File: src/rtl/reg_monitor_scan_pkg.sv
// ----------------------------------------------------------------------------
// reg_monitor_scan_pkg
// Shared definitions for the register-monitor scan block:
//   - scan FSM state encoding (IDLE/LOAD/SEND/FIN)
//   - frame geometry (5 bytes per register: index header + 4 data bytes)
//   - helper that builds the index-byte header of a frame
// No ports (package).
// ----------------------------------------------------------------------------
package reg_monitor_scan_pkg;

    localparam int REG_IDX_W   = 5;
    localparam int FRAME_BYTES = 5;
    localparam int FRAME_W     = FRAME_BYTES * 8;

    typedef enum logic [1:0] {
        IDLE = 2'd0,
        LOAD = 2'd1,
        SEND = 2'd2,
        FIN  = 2'd3
    } scanState_t;

    // Header byte of every frame: three zero bits above the 5-bit register index.
    function automatic logic [7:0] frameHeader(input logic [REG_IDX_W-1:0] idx);
        return {3'b000, idx};
    endfunction

endpackage

File: src/rtl/reg_monitor_scan_if.sv
// ----------------------------------------------------------------------------
// reg_monitor_scan_if
// Bundles the control handshake (start/busy/done), the register-file debug
// read port (dbg_ra -> dbg_rd) and the outgoing valid/ready byte stream.
//   master : the scan block (drives busy, done, dbg_ra, tx_data, tx_valid)
//   slave  : the environment (drives start, dbg_rd, tx_ready)
// ----------------------------------------------------------------------------
interface reg_monitor_scan_if;
    import reg_monitor_scan_pkg::*;

    logic                 start;
    logic                 busy;
    logic                 done;
    logic [REG_IDX_W-1:0] dbg_ra;
    logic [31:0]          dbg_rd;
    logic [7:0]           tx_data;
    logic                 tx_valid;
    logic                 tx_ready;

    modport master (
        input  start, dbg_rd, tx_ready,
        output busy, done, dbg_ra, tx_data, tx_valid
    );

    modport slave (
        output start, dbg_rd, tx_ready,
        input  busy, done, dbg_ra, tx_data, tx_valid
    );

endinterface

File: src/rtl/reg_monitor_scan_tx_frame_ser.sv
// ----------------------------------------------------------------------------
// tx_frame_ser
// Holds one 40-bit register frame and streams it out MSB byte first over a
// valid/ready interface.
// Ports:
//   clk, reset   clock, asynchronous active-high reset
//   load         1-cycle strobe: capture frameIn and start presenting byte 0
//   frameIn      {header, data[31:0]} to send
//   tx_data      current byte (top byte of the shift register)
//   tx_valid     byte is valid; registered, never a function of tx_ready
//   tx_ready     sink accepts on tx_valid & tx_ready at posedge
//   frameDone    combinational pulse in the cycle the last byte is accepted
// ----------------------------------------------------------------------------
module tx_frame_ser
    import reg_monitor_scan_pkg::*;
(
    input  logic               clk,
    input  logic               reset,
    input  logic               load,
    input  logic [FRAME_W-1:0] frameIn,
    output logic [7:0]         tx_data,
    output logic               tx_valid,
    input  logic               tx_ready,
    output logic               frameDone
);

    localparam logic [2:0] LAST_BYTE = 3'(FRAME_BYTES - 1);

    logic [FRAME_W-1:0] frameReg;
    logic [2:0]         byteCnt;
    logic               accept;

    // Bytes leave from the top of the register; shifting in zeros means tx_data
    // falls back to 0 once the frame has drained.
    assign accept    = tx_valid & tx_ready;
    assign frameDone = accept && (byteCnt == LAST_BYTE);
    assign tx_data   = frameReg[FRAME_W-1 -: 8];

    // Frame capture and byte advance. The data only moves on an accepted byte,
    // so a stalled byte stays stable, and tx_valid stays high across the frame.
    always_ff @(posedge clk or posedge reset) begin
        if (reset) begin
            frameReg <= '0;
            byteCnt  <= '0;
            tx_valid <= 1'b0;
        end else if (load) begin
            frameReg <= frameIn;
            byteCnt  <= '0;
            tx_valid <= 1'b1;
        end else if (accept) begin
            frameReg <= {frameReg[FRAME_W-9:0], 8'h00};
            if (byteCnt == LAST_BYTE) begin
                byteCnt  <= '0;
                tx_valid <= 1'b0;
            end else begin
                byteCnt <= byteCnt + 3'd1;
            end
        end
    end

endmodule

File: src/rtl/reg_monitor_scan.sv
// ----------------------------------------------------------------------------
// reg_monitor_scan
// Debug-port consumer for the monitor block. A start pulse sweeps register
// indices FIRST_REG..LAST_REG, snapshots each value through the debug read
// port and emits it as a 5-byte frame {idx, rd[31:24], rd[23:16], rd[15:8],
// rd[7:0]} on a valid/ready byte stream toward the monitor UART. Read-only
// with respect to CPU state.
// Parameters:
//   FIRST_REG   first index swept (0..31)
//   LAST_REG    last index swept (FIRST_REG..31)
// Ports:
//   clk, reset  clock, asynchronous active-high reset
//   mon         reg_monitor_scan_if.master: start/busy/done, dbg_ra/dbg_rd,
//               tx_data/tx_valid/tx_ready
// ----------------------------------------------------------------------------
module reg_monitor_scan
    import reg_monitor_scan_pkg::*;
#(
    parameter int unsigned FIRST_REG = 0,
    parameter int unsigned LAST_REG  = 31
)
(
    input logic               clk,
    input logic               reset,
    reg_monitor_scan_if.master mon
);

    localparam logic [REG_IDX_W-1:0] FIRST_IDX = REG_IDX_W'(FIRST_REG);
    localparam logic [REG_IDX_W-1:0] LAST_IDX  = REG_IDX_W'(LAST_REG);

    scanState_t           state, nextState;
    logic                 busyReg, busyNext;
    logic                 doneReg, doneNext;
    logic [REG_IDX_W-1:0] raReg, raNext;
    logic                 loadFrame;
    logic                 frameDone;
    logic [FRAME_W-1:0]   frameIn;
    logic [7:0]           serData;
    logic                 serValid;

    // The frame is snapshotted in LOAD, when dbg_ra has been stable for a cycle
    // and dbg_rd therefore reflects the addressed register.
    assign frameIn = {frameHeader(raReg), mon.dbg_rd};

    // State register.
    always_ff @(posedge clk or posedge reset) begin
        if (reset) begin
            state <= IDLE;
        end else begin
            state <= nextState;
        end
    end

    // Next-state and next-output logic. A start is only honoured in IDLE and not
    // while the previous sweep's done pulse is still showing, so nothing queues.
    // The index test happens before incrementing, so LAST_REG=31 never wraps.
    always_comb begin
        nextState = state;
        busyNext  = busyReg;
        doneNext  = 1'b0;
        raNext    = raReg;
        loadFrame = 1'b0;
        case (state)
            IDLE: begin
                if (mon.start && !doneReg) begin
                    nextState = LOAD;
                    raNext    = FIRST_IDX;
                    busyNext  = 1'b1;
                end
            end
            LOAD: begin
                loadFrame = 1'b1;
                nextState = SEND;
            end
            SEND: begin
                if (frameDone) begin
                    if (raReg == LAST_IDX) begin
                        nextState = FIN;
                    end else begin
                        raNext    = raReg + 5'd1;
                        nextState = LOAD;
                    end
                end
            end
            FIN: begin
                doneNext  = 1'b1;
                busyNext  = 1'b0;
                nextState = IDLE;
            end
            default: begin
                nextState = IDLE;
            end
        endcase
    end

    // Registered control outputs. dbg_ra, busy and done are all flops so the
    // register file sees a glitch-free address.
    always_ff @(posedge clk or posedge reset) begin
        if (reset) begin
            busyReg <= 1'b0;
            doneReg <= 1'b0;
            raReg   <= '0;
        end else begin
            busyReg <= busyNext;
            doneReg <= doneNext;
            raReg   <= raNext;
        end
    end

    tx_frame_ser u_ser (
        .clk       (clk),
        .reset     (reset),
        .load      (loadFrame),
        .frameIn   (frameIn),
        .tx_data   (serData),
        .tx_valid  (serValid),
        .tx_ready  (mon.tx_ready),
        .frameDone (frameDone)
    );

    assign mon.busy     = busyReg;
    assign mon.done     = doneReg;
    assign mon.dbg_ra   = raReg;
    assign mon.tx_data  = serData;
    assign mon.tx_valid = serValid;

endmodule
File: src/flat_wrapper.sv
// flat-port wrapper written by rule: the top's interface ports become plain ports
module reg_monitor_scan_flat import reg_monitor_scan_pkg::*;
#(
    parameter int unsigned FIRST_REG = 0,
    parameter int unsigned LAST_REG  = 31
)
  (clk, reset, mon_start, mon_dbg_rd, mon_tx_ready, mon_busy, mon_done, mon_dbg_ra, mon_tx_data, mon_tx_valid);
  reg_monitor_scan_if mon_i ();
  input logic clk;
  input logic reset;
  input wire logic [$bits(mon_i.start)-1:0] mon_start;
  input wire logic [$bits(mon_i.dbg_rd)-1:0] mon_dbg_rd;
  input wire logic [$bits(mon_i.tx_ready)-1:0] mon_tx_ready;
  output wire logic [$bits(mon_i.busy)-1:0] mon_busy;
  output wire logic [$bits(mon_i.done)-1:0] mon_done;
  output wire logic [$bits(mon_i.dbg_ra)-1:0] mon_dbg_ra;
  output wire logic [$bits(mon_i.tx_data)-1:0] mon_tx_data;
  output wire logic [$bits(mon_i.tx_valid)-1:0] mon_tx_valid;
  assign mon_i.start = mon_start;
  assign mon_i.dbg_rd = mon_dbg_rd;
  assign mon_i.tx_ready = mon_tx_ready;
  assign mon_busy = mon_i.busy;
  assign mon_done = mon_i.done;
  assign mon_dbg_ra = mon_i.dbg_ra;
  assign mon_tx_data = mon_i.tx_data;
  assign mon_tx_valid = mon_i.tx_valid;
  reg_monitor_scan #(.FIRST_REG(FIRST_REG), .LAST_REG(LAST_REG)) u_core (.clk(clk), .reset(reset), .mon(mon_i));
endmodule
File: config.mk
export PLATFORM = sky130hd
export DESIGN_NAME = reg_monitor_scan_flat
export DESIGN_NICKNAME = d
export VERILOG_FILES = /design/src/rtl/reg_monitor_scan_pkg.sv /design/src/rtl/reg_monitor_scan_if.sv /design/src/rtl/reg_monitor_scan_tx_frame_ser.sv /design/src/rtl/reg_monitor_scan.sv /design/src/flat_wrapper.sv
export SDC_FILE = /design/constraint.sdc
export NUM_CORES = 1
export LEC_CHECK = 0
export ABC_AREA = 1
export BUFFER_PORTS_ARGS = -buffer_cell sky130_fd_sc_hd__buf_4
export CAP_MARGIN = 10
export CELL_PAD_IN_SITES_DETAIL_PLACEMENT = 0
export CELL_PAD_IN_SITES_GLOBAL_PLACEMENT = 2
export CORE_ASPECT_RATIO = 1.1
export CORE_MARGIN = 1.5
export CORE_UTILIZATION = 35
export DETAILED_ROUTE_END_ITERATION = 7
export HOLD_SLACK_MARGIN = 0.05
export PLACE_DENSITY_LB_ADDON = 0.15
export SKIP_LAST_GASP = 1
export SLEW_MARGIN = 20
export SYNTH_ARGS = -nofsm -noshare
export SYNTH_HDL_FRONTEND = slang
export SYNTH_SLANG_ARGS = --single-unit
File: constraint.sdc
create_clock -name clk -period 3.3 [get_ports clk]
set_input_delay 0 -clock clk [delete_from_list [all_inputs] [get_ports clk]]
set_output_delay 0 -clock clk [all_outputs]
set_load 0.005 [all_outputs]
== Word level (Yosys, flattened, before mapping) ==
Index checks and enable logic that the tools add are counted.
Operators by class
  add/sub/neg operators: 2
  $mul: 0
  divide/modulo/power cells: 0
  $lt $le $gt $ge: 0
  equality and inequality tests: 8
  shift operators: 0
  muxes and demuxes: 20
  bitwise operators: 1
  reductions and logical operators: 12
Operators by type and width (number)
  40-bit 2-to-1 mux: 2
  5-bit 2-to-1 mux: 3
  5-bit case mux with 2 select lines: 1
  3-bit 2-to-1 mux: 3
  2-bit case mux with 4 select lines: 1
  2-bit nonzero test: 4
  1-bit 2-to-1 mux: 6
  2-bit 2-to-1 mux: 3
  2-bit AND reduction: 3
  5-bit by 1-bit adder with 5-bit output, second input constant: 1
  5-bit == test, second input constant: 1
  2-bit == test, second input constant: 2
  2-bit by 1-bit != test with 1-bit output, second input constant: 2
  4-bit AND reduction: 1
  3-bit by 1-bit adder with 3-bit output, second input constant: 1
  3-bit == test, second input constant: 1
  2-bit by 1-bit == test with 1-bit output, second input constant: 1
  1-bit logical AND: 2
  2-bit logical NOT: 1
  2-bit != test, second input constant: 1
  1-bit case mux with 2 select lines: 1
  1-bit AND: 1
  1-bit logical NOT: 1
Word-level totals
  flip-flop bits (word level): 53
  bits in latches: 0
  bits in writable memories: 0
  bits in read-only memories: 0
  bits of input ports: 36
  output and inout bits: 16
  word-level logic and storage cells: 50
  memories: 0

== Depth between registers and ports, before layout ==
Gate-level depths: netlist of the first run.
  depth in word-level cells: 4
  depth in mapped cells: 8
  gate-level depth less buffers: 8

== By module ==
From an unflattened synthesis of the first run, not the netlist that was laid out.
Second synthesis, totals
  cells, all modules: 311
  area, all modules: 2621.3 sq um
Modules (own cells, without submodules)
  tx_frame_ser: times used 1, cells an instance 246, area an instance 2127.0 sq um, sequential area each 1101.1 sq um
  reg_monitor_scan: times used 1, cells an instance 65, area an instance 494.2 sq um, sequential area each 225.2 sq um

== Worst setup path before layout of the first run ==
OpenSTA, ideal clock, no wires.
  kind: register to register
  start: reg u_core.raReg[0] (netlist: u_core.mon.dbg_ra[0])
  end: reg u_core.raReg[3] (netlist: u_core.mon.dbg_ra[3])
  library setup time: 118 ps
  arrival time: 1568 ps
  data required time: 3182 ps
  setup slack: 1613 ps
  stages on the path, launching flop included: 9
  buffers on the path: 0
  clock period less this slack: 1687 ps
  cells stage by stage: dfrtp_1 > ha_1 > nand2_1 > nor2_1 > ha_1 > a21oi_1 > nand3b_4 > nand2_1 > nand2_1
On the way
  cells in the longest elaborated chain, start to end: 4
  elaborated cells between the ends (all ways): 7
  classes of those cells: add/sub: 1; eq/ne: 2; mux: 3; reduce/logical: 1
Ends and longest elaborated chain
  start: declaration: RTL line reg_monitor_scan.sv:34  | logic [REG_IDX_W-1:0] raReg, raNext;
  start signal: assignment: RTL line reg_monitor_scan.sv:106  | raReg <= raNext;
  5-bit by 1-bit adder with 5-bit output: RTL line reg_monitor_scan.sv:80  | raNext = raReg + 5'd1;
  5-bit 2-to-1 mux: RTL line reg_monitor_scan.sv:77  | if (raReg == LAST_IDX) begin
  5-bit 2-to-1 mux: RTL line reg_monitor_scan.sv:76  | if (frameDone) begin
  5-bit case mux with 2 select lines: RTL line reg_monitor_scan.sv:63  | case (state)
Several ways; a longest one is shown, not always the timed one. The select of a mux whose other input is x is not followed.
A chain may end at the register's enable or synchronous reset.

== Worst setup path after layout of the first run ==
Same ends and word-level chain as after synthesis.

==> results by group, run 1 <==
Clock tree
  • Clock sinks: 53
  • CTS root buffer: clkbuf_8
  • Post-CTS Repair Setup Buffers: 0
  • CTS tree: yes
  • Inserted Clock Buffers: 5
  • Number of H-tree levels: 2
  • Clock latency on the worst-skew pair: 0.31 ns
  • Reg clk slew, reported paths: 0.10 ns
  • # resized after CTS: 0
  • Clk buf depth: 2

STA
  • Worst Tran Pin Value: 0.678 ns
  • Slew margin rel.: 54.7%
  • Final Hold Viols: 0
  • Setup-failing EPs final: 0
  • Final Slew Violations: 0
  • RSZ-0062 raised after global routing: no
  • Layout Skew: 0.00919 ns
  • Fmax: 0.530 GHz
  • Final min period: 1.89 ns
  • Final period util: 57.1%
  • Final setup TNS: 0 ns

Routing
  • TritonRoute pass-1 iters: 4
  • DR vias: 1991
  • Number of routed nets with antenna violations: 0
  • Wirelength per Cell: 12.5 um
  • DRC: 0
  • Initial DRC Count: 109
  • Via/cell ratio: 4.67
  • Final WL: 5.34 mm

Run
  • Max cap viols: 0

Floorplanning
  • Core Area: 6670 um2
  • Boundary Pins: 52
  • Floorplan row count: 31
  • Full die area: 7490 um2
  • Initial Utilization: 36.6%
  • DIE WIDTH: 82.6 um
  • Die height: 90.6 um

Pwr
  • Design Power: 0.00245 W
  • Max VDD drop: 0.000355 V
  • Cell Pwr Density: 750 nW/um2
  • Lkg Pwr: 1.62 nW

Yosys
  • Cell count after synthesis: 267
  • XOR/XNOR Fraction of Synth Area: 0%
  • Post-Syn Area per Cell: 9.15 um2
  • Yosys reg bits: 53
  • Synth cell types: 24
  • Post-Syn Area: 2440 um2
  • Synth warnings: 0
  • Post-synthesis compound-gate area fraction: 14.4%
  • Sequential fraction of the synthesis area: 54.3%
  • Simple-gate area share of the yosys netlist: 17.5%
  • Mux contribution to synthesized area: 0%
  • Synth Area in Adders: 2.05%
  • Syn nets: 307
  • Largest family of logic cells by synthesized area: simple AND/OR/NAND/NOR gates

Final layout
  • N_diodes: 0
  • Post-layout util: 48.9%
  • Design Area, Final: 3260 um2
  • Fin nets: 383
  • Area growth from synthesis to layout: 33.7%
  • Layout cells sized above 1: 21.2%

Global routing
  • Total gr overflow: 0
  • GRT met1 Usage: 22.3%
  • Global route hottest layer: met2
  • M3 GR Usage: 3.13%
  • Vias in the first global route: 1983
  • Global-route wire length before repair: 9.27 mm
  • Antenna violations before repair: 0
  • Global-route met2 utilization: 25.1%
  • Pin count of the biggest net entering global routing: 37
  • GR Util All Layers: 15.9%

Setup path
  • Crit path launch type: register
  • CP required: 3.51 ns
  • Crit Path Max Fanout: 6
  • WS Path Type: reg -> reg
  • Critical Path Sink Type: register
  • CP arrival: 2.09 ns

Placement
  • Final HPWL DP: 3.63 mm
  • Port bufs: 51
  • RePlAce Congestion: 0.804
  • Placed Instance Area: 2830 um2

Worst hold path
  • HP Class: in -> reg

Outcome
  • Status: finished, final reports clean
[what timing repair did]
item	4_1_cts	5_1_grt
setup endpoints to repair	0	0
hold endpoints to repair	64	0
hold buffers	34	0
[final cells by class]
cell class | instances | area (um2)
Multi-Input combinational cell | 150 | 831
Inverter | 46 | 173
Sequential cell | 53 | 1330
Clock inverter | 3 | 25.0
Timing Repair Buffer | 87 | 738
Fill cell | 693 | 3410
Tap cell | 82 | 103
Clock buffer | 5 | 68.8
[synth_stat cells (all sizes together)]
master  count  share of area, %
a21o        1              0.31
nand3       8               1.6
nor2       13               2.6
nor3        1              0.20
a21oi       3              0.61
a22o        1              0.36
o211ai      5               1.5
dfrtp      53                54
inv        46               7.1
o31ai       1              0.31
nand2      75                12
o21ai      13               2.8
o221ai     23               8.2
o22ai       1              0.26
buf        18               4.6
ha          4               2.0
nand3b      1              0.82
[stage by stage]
| stage | hold WS [ns] | setup WS, ns | cells |
|---|---|---|---|
| global placement | 0.154 | 1.43 | 384 |
| floorplan | 0.121 | 1.61 | 267 |
| detailed placement | 0.155 | 1.44 | 384 |
| finish | 0.199 | 1.41 | 426 |
| CTS | 0.196 | 1.42 | 426 |
| global route | 0.222 | 1.23 | 426 |
[sequential cells by signal (all words and copies together), names as in the netlist]
| signal | flops |
|---|---|
| u_core.u_ser.byteCnt | 3 |
| u_core.mon.done | 1 |
| u_core.u_ser.frameReg | 40 |
| u_core.state | 2 |
| u_core.mon.busy | 1 |
| u_core.u_ser.tx_valid | 1 |
| u_core.mon.dbg_ra | 5 |
[kinds of logic after synthesis]
logic type                 Yosys count
buffers and inverters               64
and+or+nand+nor                     98
adders and majority gates            4
AOI/OAI and AO/OA                   48
DFF                                 53
[layout by cell type, fill, tap and decap left out, drive strengths merged]
master	count
nand2	75
buf	53
dfrtp	53
inv	48
dlygate4sd3	34
o221ai	23
nor2	13
o21ai	13
nand3	8
o211ai	5
clkbuf	5
ha	4
a21oi	3
nor3	1
a21o	1
nand3b	1
o22ai	1
a22o	1
o31ai	1
clkinvlp	1
[power by group]
part           leakage [nW]  switching (W)  total, W  internal [W]
Sequential            0.682       0.000122   0.00103      0.000910
Combinational         0.896       0.000608   0.00103      0.000421
Clock                0.0452       0.000233  0.000388      0.000155
Total                  1.62       0.000963   0.00245       0.00149
[per-layer routing]
| metal | vias up | wire (um) |
|---|---|---|
| li1 | 1012 | - |
| met3 | 6 | 213 |
| met2 | 47 | 2490 |
| met1 | 926 | 2580 |
| met4 | 0 | 62 |
| met5 | - | 0 |
[worst max-delay path, stage by stage, from the launching register on]
cell      delay (ns)
dfrtp_1         0.46
ha_1            0.23
nand2_1         0.08
nor2_1          0.05
ha_1            0.19
a21oi_1         0.49
nand3b_4        0.16
nand2_1         0.08
nand2_1         0.05
[path summary, 6_finish.rpt]
check                      slack (ns)                      start                   endpoint  cells after the start
max                              1.41       u_core.mon.dbg_ra[0]       u_core.mon.dbg_ra[3]                      8
min                              0.20               mon_tx_ready            u_core.state[1]                      4
max reg2reg                      1.41       u_core.mon.dbg_ra[0]       u_core.mon.dbg_ra[3]                      8
min reg2reg                      0.50  u_core.u_ser.frameReg[38]  u_core.u_ser.frameReg[38]                      2
max in group asynchronous        2.18                      reset   u_core.u_ser.frameReg[0]                      4
min in group asynchronous        0.34                      reset  u_core.u_ser.frameReg[37]                      3
(Power assumes the default switching activity.)
==> run 2: changes to the inputs <==
ABC_AREA = 0   (was 1)
CORE_UTILIZATION = 34   (was 35)
clock period = 1.96 ns   (was 3.3 ns; I/O delays follow)
==> results by group, run 2 <==
Yosys
  • Synth warnings: 0 (unchanged)
  • Ys async rst share: 100% (unchanged)
  • Cell count after synthesis: 240 (-10%)
  • Predominant post-synthesis flop cell: dfrtp_1
  • Sequential fraction of the synthesis area: 52.5% (-1.8 points)
  • Yosys reg bits: 53 (unchanged)
  • Post-Syn Area: 2530 um2 (+3.5%)
  • Syn nets: 280 (-8.8%)
  • Post-Syn Area per Cell: 10.5 um2 (+15%)
  • Commonest cells post-synth: dfrtp_1, nand2_1, mux2i_1, o21ai_0, inv_1
  • EDFF count, synth: 0 (unchanged)
  • Yosys top cell area share: 52.5% (-1.8 points)
  • Synth area leader: dfrtp_1
  • Top-count cell post-synth: dfrtp_1
  • Synth cell types: 36 (+50%)
  • Top post-synthesis cells by area: dfrtp_1, mux2i_1, o21ai_0

Pwr
  • Max VDD drop: 0.000392 V (+10%)
  • Clock power share: 19.7% (+3.9 points)
  • Combinational Power Share: 35.0% (-7.0 points)
  • Lkg Pwr: 1.62 nW (-0.46%)
  • Power Internal: 0.00263 W (+77%)
  • Cell Pwr Density: 1160 nW/um2 (+54%)
  • Flop pwr share: 45.4% (+3.3 points)
  • Switch share: 34.1% (-5.2 points)
  • Net Sw Power: 0.00136 W (+41%)

Clock tree
  • Clock latency on the worst-skew pair: 0.31 ns (about the same)
  • Inserted Clock Buffers: 5 (unchanged)
  • CTS root buffer: clkbuf_8
  • # resized after CTS: 0 (unchanged)
  • Clk buf depth: 2 (unchanged)
  • Reg clk slew, reported paths: 0.10 ns (about the same)
  • Post-CTS Repair Setup Buffers: 0 (unchanged)
  • CTS tree: yes
  • Number of H-tree levels: 2 (unchanged)
  • Clock sinks: 53 (unchanged)

Worst hold path
  • HP Class: in -> reg

Routing
  • DR vias: 1942 (-2.5%)
  • Number of routed nets with antenna violations: 0 (unchanged)
  • Final WL: 5.42 mm (+1.4%)
  • Initial DRC Count: 104 (-4.6%)
  • Wirelength per Cell: 13.4 um (+6.4%)
  • Via/cell ratio: 4.78 (+2.3%)
  • TritonRoute pass-1 iters: 8 (+4)
  • DRC: 1 (+1)

Final layout
  • Layout cells sized above 1: 24.6% (+3.4 points)
  • Filler cells: 665 (-4.0%)
  • Max reg flops: 40 (unchanged)
  • Commonest non-fill, non-tap cells in the layout: buf_4, dfrtp_1, nand2_1, dlygate4sd3_1
  • Area growth from synthesis to layout: 36.0%
  • Design Area, Final: 3440 um2 (+5.3%)
  • Fin nets: 360 (-6.0%)
  • N_diodes: 0 (unchanged)
  • Most common cell after layout, fill and taps aside: buf_4
  • Largest reg by FF count: u_core.u_ser.frameReg

STA
  • Setup-failing EPs final: 0 (unchanged)
  • Slew margin rel.: 65.8% (+11 points)
  • Final Slew Violations: 0 (unchanged)
  • Final setup TNS: 0 ns (unchanged)
  • Final period util: 91.3% (+34 points)
  • Final Hold Viols: 0 (unchanged)
  • Fmax: 0.559 GHz (+5.4%)
  • Worst Tran Pin Value: 0.512 ns (-0.166 ns)
  • Final WS setup: 0.171 ns (-1.24 ns)
  • RSZ-0062 raised after global routing: no
  • Layout Skew: 0.00504 ns (-0.00415 ns)
  • Final min period: 1.79 ns (-0.0969 ns)

Setup path
  • Crit path launch type: register
  • WS Path Type: reg -> reg
  • Critical Path Sink Type: register
  • CP arrival: 2.03 ns (-0.06 ns)
  • CP required: 2.20 ns (-1.31 ns)
  • Crit Path Max Fanout: 7 (+1)

Floorplanning
  • Initial Utilization: 35.7% (-0.95 points)
  • Boundary Pins: 52 (unchanged)
  • Floorplan row count: 32 (+3.2%)
  • Core Area: 7090 um2 (+6.2%)
  • Die height: 93.4 um (+3.1%)
  • DIE WIDTH: 85.2 um (+3.1%)
  • Full die area: 7960 um2 (+6.3%)

Outcome
  • Status: finished with violations
  • Failing checks: DRC

Global routing
  • Pin count of the biggest net entering global routing: 34 (-8.1%)
  • Global-route wire length before repair: 9.55 mm (+3.1%)
  • GR Util All Layers: 15.1% (-0.82 points)
  • Total gr overflow: 0 (unchanged)
  • Vias in the first global route: 2004 (+1.1%)
  • Antenna violations before repair: 0 (unchanged)

Placement
  • Placed Instance Area: 2990 um2 (+5.5%)
  • Final HPWL DP: 3.73 mm (+2.7%)
  • Port bufs: 51 (unchanged)
  • RePlAce Congestion: 0.735 (-8.6%)
  • Pre-CTS setup slack: 0.195 ns (-1.25 ns)

Run
  • Max cap viols: 0 (unchanged)
run 2: cell types whose count changed after synthesis, sizes merged, moves of 7 or more:
cell and delta:
nand2 -36, a22o +7, o21ai +17, nor2 -7
inv -36, mux2i +29, o221ai -23
run 2: timing repair:
action | 4_1_cts | 5_1_grt
hold buffers | 33 | 0
setup endpoints to repair | 0 | 0
hold endpoints to repair | 52 | 0
run 2: worst paths after layout:
| check | start | endpoint | slack (ns) | cells past startpoint |
|---|---|---|---|---|
| min in group asynchronous | reset | u_core.state[0] | 0.26 | 3 |
| min reg2reg | u_core.u_ser.frameReg[2] | u_core.u_ser.frameReg[2] | 0.51 | 1 |
| min | mon_tx_ready | u_core.u_ser.tx_valid | 0.09 | 3 |
| max | u_core.mon.dbg_ra[0] | u_core.mon.dbg_ra[3] | 0.17 | 7 |
| max reg2reg | u_core.mon.dbg_ra[0] | u_core.mon.dbg_ra[3] | 0.17 | 7 |
| max in group asynchronous | reset | u_core.u_ser.frameReg[17] | 1.15 | 4 |
run 2: kinds of logic after synthesis:
logic type               Yosys count  synth area share, %
AO/OA/AOI/OAI                     59                 14.5
adder cells (fa/ha/maj)            4                 1.98
buffers and inverters             31                 6.93
flip-flops                        53                 52.5
multiplexers                      29                 11.5
AND/OR/NAND/NOR                   64                 12.6
run 2: final cells by class:
| class | count | area [um2] | area share, % |
|---|---|---|---|
| multi-input combinational | 156 | 1030 | 30.1 |
| clock inverter | 2 | 37.5 | 1.09 |
| sequential | 53 | 1330 | 38.6 |
| inverter | 10 | 37.5 | 1.09 |
| timing repair buffer | 94 | 813 | 23.7 |
| tap | 85 | 106 | 3.09 |
| clock buffer | 6 | 82.6 | 2.40 |
run 2: routing by layer:
layer  up-vias  global-route usage [%]  part of all wire, %
li1        991                       -                    -
met1       909                    20.2                   49
met2        36                    24.5                   46
met3         6                    3.09                  3.7
met4         0                    5.05                  1.5
met5         -                       0                    0
run 2: critical path, stage by stage (launching register included):
cell,delay [ns]
dfrtp_1,0.39
ha_1,0.21
inv_1,0.08
nor3_1,0.06
ha_1,0.25
nand4b_1,0.23
or4_4,0.43
o211ai_2,0.08
run 2: power by group through the flow:
| stage | combinational (W) | clock (W) | sequential, W |
|---|---|---|---|
| 2_1_floorplan | 0.00105 | 0 | 0.00172 |
| 3_3_place_gp | 0.00136 | 0 | 0.00183 |
| 3_5_place_dp | 0.00137 | 0 | 0.00184 |
| 4_1_cts | 0.00142 | 0.000817 | 0.00181 |
| 5_1_grt | 0.00159 | 0.000841 | 0.00188 |
| 6_report | 0.00139 | 0.000783 | 0.00181 |
run 2: through the flow:
stage / cells / hold slack (ns) / util [%] / total power [W]
2_1_floorplan: 240 / 0.117 / - / 0.00277
6_report: 406 / 0.0943 / 48.5 / 0.00398
5_1_grt: 406 / 0.106 / 48.5 / 0.00431
3_5_place_dp: 365 / 0.0585 / 42.1 / 0.00321
3_3_place_gp: 365 / 0.0622 / 42.1 / 0.00319
4_1_cts: 406 / 0.0878 / 48.5 / 0.00405
==> run 3: changes to the inputs <==
CTS_BUF_LIST = sky130_fd_sc_hd__clkbuf_16   (was unset)
GPL_ROUTABILITY_DRIVEN = 0   (was unset)
PLACE_DENSITY = 0.75   (was unset)
PLACE_DENSITY_LB_ADDON = unset   (was 0.15)
==> results by group, run 3 (synthesis results as in run 2) <==
Clock tree
  • Clock latency on the worst-skew pair: 0.29 ns (-0.02 ns)
  • Number of H-tree levels: 2 (unchanged)
  • Reg clk slew, reported paths: 0.07 ns (-0.03 ns)
  • Clock sinks: 53 (unchanged)
  • Inserted Clock Buffers: 5 (unchanged)
  • Clk buf depth: 2 (unchanged)
  • Post-CTS Repair Setup Buffers: 0 (unchanged)
  • CTS root buffer: clkbuf_16
  • CTS tree: yes

Final layout
  • Largest reg by FF count: u_core.u_ser.frameReg
  • Area growth from synthesis to layout: 37.4%
  • Fin nets: 358 (-0.56%)
  • N_diodes: 0 (unchanged)
  • Layout cells sized above 1: 24.1% (-0.47 points)
  • Most common cell after layout, fill and taps aside: buf_4
  • Max reg flops: 40 (unchanged)
  • Commonest non-fill, non-tap cells in the layout: buf_4, dfrtp_1, nand2_1, dlygate4sd3_1
  • Final Non-Filler Cells: 404 (-0.49%)

Pwr
  • Switch share: 33.0% (-1.1 points)
  • Combinational Power Share: 33.0% (-2.0 points)
  • Max VDD drop: 0.000567 V (+45%)
  • Power Internal: 0.00281 W (+6.8%)
  • Flop pwr share: 43.2% (-2.2 points)
  • Cell Pwr Density: 1210 nW/um2 (+4.0%)
  • Design Power: 0.00419 W (+5.1%)
  • Lkg Pwr: 1.63 nW (+0.79%)
  • Net Sw Power: 0.00138 W (+1.6%)
  • Clock power share: 23.8% (+4.1 points)

STA
  • Fmax: 0.561 GHz (+0.41%)
  • Final min period: 1.78 ns (-0.00724 ns)
  • Final Hold Viols: 0 (unchanged)
  • Layout Skew: 0.00467 ns (-0.000374 ns)
  • Final WS setup: 0.178 ns (+0.00724 ns)
  • Slew margin rel.: 66.1% (+0.30 points)
  • Setup-failing EPs final: 0 (unchanged)
  • Final setup TNS: 0 ns (unchanged)
  • WHS: 0.141 ns (+0.0466 ns)
  • Final period util: 90.9% (-0.37 points)
  • Worst Tran Pin Value: 0.507 ns (-0.00531 ns)
  • RSZ-0062 raised after global routing: no
  • Final Slew Violations: 0 (unchanged)

Floorplanning
  • DIE WIDTH: 85.2 um (unchanged)
  • Full die area: 7960 um2 (unchanged)
  • Die height: 93.4 um (unchanged)
  • Boundary Pins: 52 (unchanged)
  • Core Area: 7090 um2 (unchanged)
  • Floorplan row count: 32 (unchanged)
  • Initial Utilization: 35.7% (unchanged)

Outcome
  • Failing checks: DRC
  • Status: finished with violations

Global routing
  • Global-route wire length before repair: 9.12 mm (-4.5%)
  • Pin count of the biggest net entering global routing: 33 (-2.9%)
  • Antenna violations before repair: 0 (unchanged)
  • Total gr overflow: 0 (unchanged)
  • GR Util All Layers: 14.4% (-0.76 points)
  • Vias in the first global route: 1859 (-7.2%)

Setup path
  • Crit Path Max Fanout: 7 (unchanged)
  • Crit path buffers/inverters: 1 (unchanged)
  • CP max stage cell: or4_4
  • Crit-path cells: ha_1 > inv_1 > nor3_1 > ha_1 > nand4b_1 > or4_4 > o211ai_2
  • Critical Path Sink Type: register
  • CP required: 2.17 ns (-0.03 ns)
  • WS Path Type: reg -> reg
  • R2r setup slk: 0.18 ns (about the same)
  • Delay-heaviest family, CP: simple AND/OR/NAND/NOR gates
  • Max stage delay on crit path: 0.43 ns (about the same)
  • Crit path launch type: register
  • Reg2Reg Depth: 7 (unchanged)
  • CP dominant cell by count: ha_1
  • Reg-to-Reg End: u_core.mon.dbg_ra[3]
  • R2r startpoint: u_core.mon.dbg_ra[0]
  • CP arrival: 1.99 ns (-0.04 ns)

Routing
  • Wirelength per Cell: 13.5 um (+0.77%)
  • Via/cell ratio: 4.81 (+0.55%)
  • DRC: 3 (+2)
  • TritonRoute pass-1 iters: 6 (-2)
  • DR vias: 1943 (+0.051%)
  • Initial DRC Count: 109 (+4.8%)
  • Number of routed nets with antenna violations: 0 (unchanged)
  • Final WL: 5.44 mm (+0.28%)

Placement
  • Final HPWL DP: 3.66 mm (-2.0%)
  • Pre-CTS setup slack: 0.209 ns (+0.0139 ns)
  • Port bufs: 51 (unchanged)
  • Placed insts: 363 (-0.55%)

Worst hold path
  • Hold path depth: 3 (unchanged)
  • Min-Delay Endpoint: u_core.u_ser.tx_valid
  • HP Class: in -> reg
  • Min-delay src: mon_tx_ready

Run
  • Max cap viols: 0 (unchanged)
==> run 3: changes by cell type in the layout (fill, tap and decap cells not counted), sizes merged <==
cell and delta:
clkinv +1, clkbuf -1, buf -2
==> run 3: power groups by stage <==
stage | logic [W] | clock network [W] | registers [W]
floorplan | 0.00105 | 0 | 0.00172
global placement | 0.00133 | 0 | 0.00182
detailed placement | 0.00135 | 0 | 0.00184
CTS | 0.00140 | 0.00103 | 0.00182
global route | 0.00156 | 0.00107 | 0.00188
finish | 0.00138 | 0.000995 | 0.00181
==> run 3: layout make-up <==
class | instances | area, um2
fill | 657 | 3610
clock inverter | 3 | 46.3
timing repair buffer | 92 | 798
sequential | 53 | 1330
inverter | 10 | 37.5
tap | 85 | 106
multi-input combinational | 156 | 1030
clock buffer | 5 | 125
==> run 3: stage by stage <==
step / util (%) / cell area [um2]
floorplan: - / 2530
global placement: 41.9 / 2970
detailed placement: 41.9 / 2970
CTS: 49.0 / 3470
global route: 49.0 / 3470
finish: 49.0 / 3470
==> run 3: tightest hold or removal path: cells and delay by family <==
| kind | cells | cell delay [ns] |
|---|---|---|
| AOI/OAI and AO/OA | 1 | 0.13 |
| buffers and inverters | 1 | 0.13 |
| and+or+nand+nor | 1 | 0.13 |
==> run 3: worst max path at each step <==
| stage | from | to | slack (ns) | depth (start not counted) |
|---|---|---|---|---|
| finish | u_core.mon.dbg_ra[0] | u_core.mon.dbg_ra[3] | 0.18 | 7 |
| global route | u_core.mon.dbg_ra[0] | u_core.mon.dbg_ra[3] | 0.09 | 7 |
| CTS | u_core.mon.dbg_ra[0] | u_core.mon.dbg_ra[3] | 0.19 | 7 |
| detailed placement | u_core.mon.dbg_ra[0] | u_core.mon.dbg_ra[3] | 0.21 | 7 |
| global placement | u_core.mon.dbg_ra[0] | u_core.mon.dbg_ra[3] | 0.25 | 7 |
| floorplan | u_core.mon.dbg_ra[0] | u_core.mon.dbg_ra[3] | 0.23 | 7 |
==> run 3: repair_timing <==
action | CTS | global route
resized for setup | 0 | 0
hold buffers | 33 | 0
hold endpoints to repair | 53 | 0
==> run 3: routing by layer <==
metal	routed length [um]	vias up	global-route usage, %
met5	0	-	0
li1	-	988	-
met2	2530	39	22.6
met1	2690	914	20.5
met4	24	0	3.14
met3	196	2	2.74
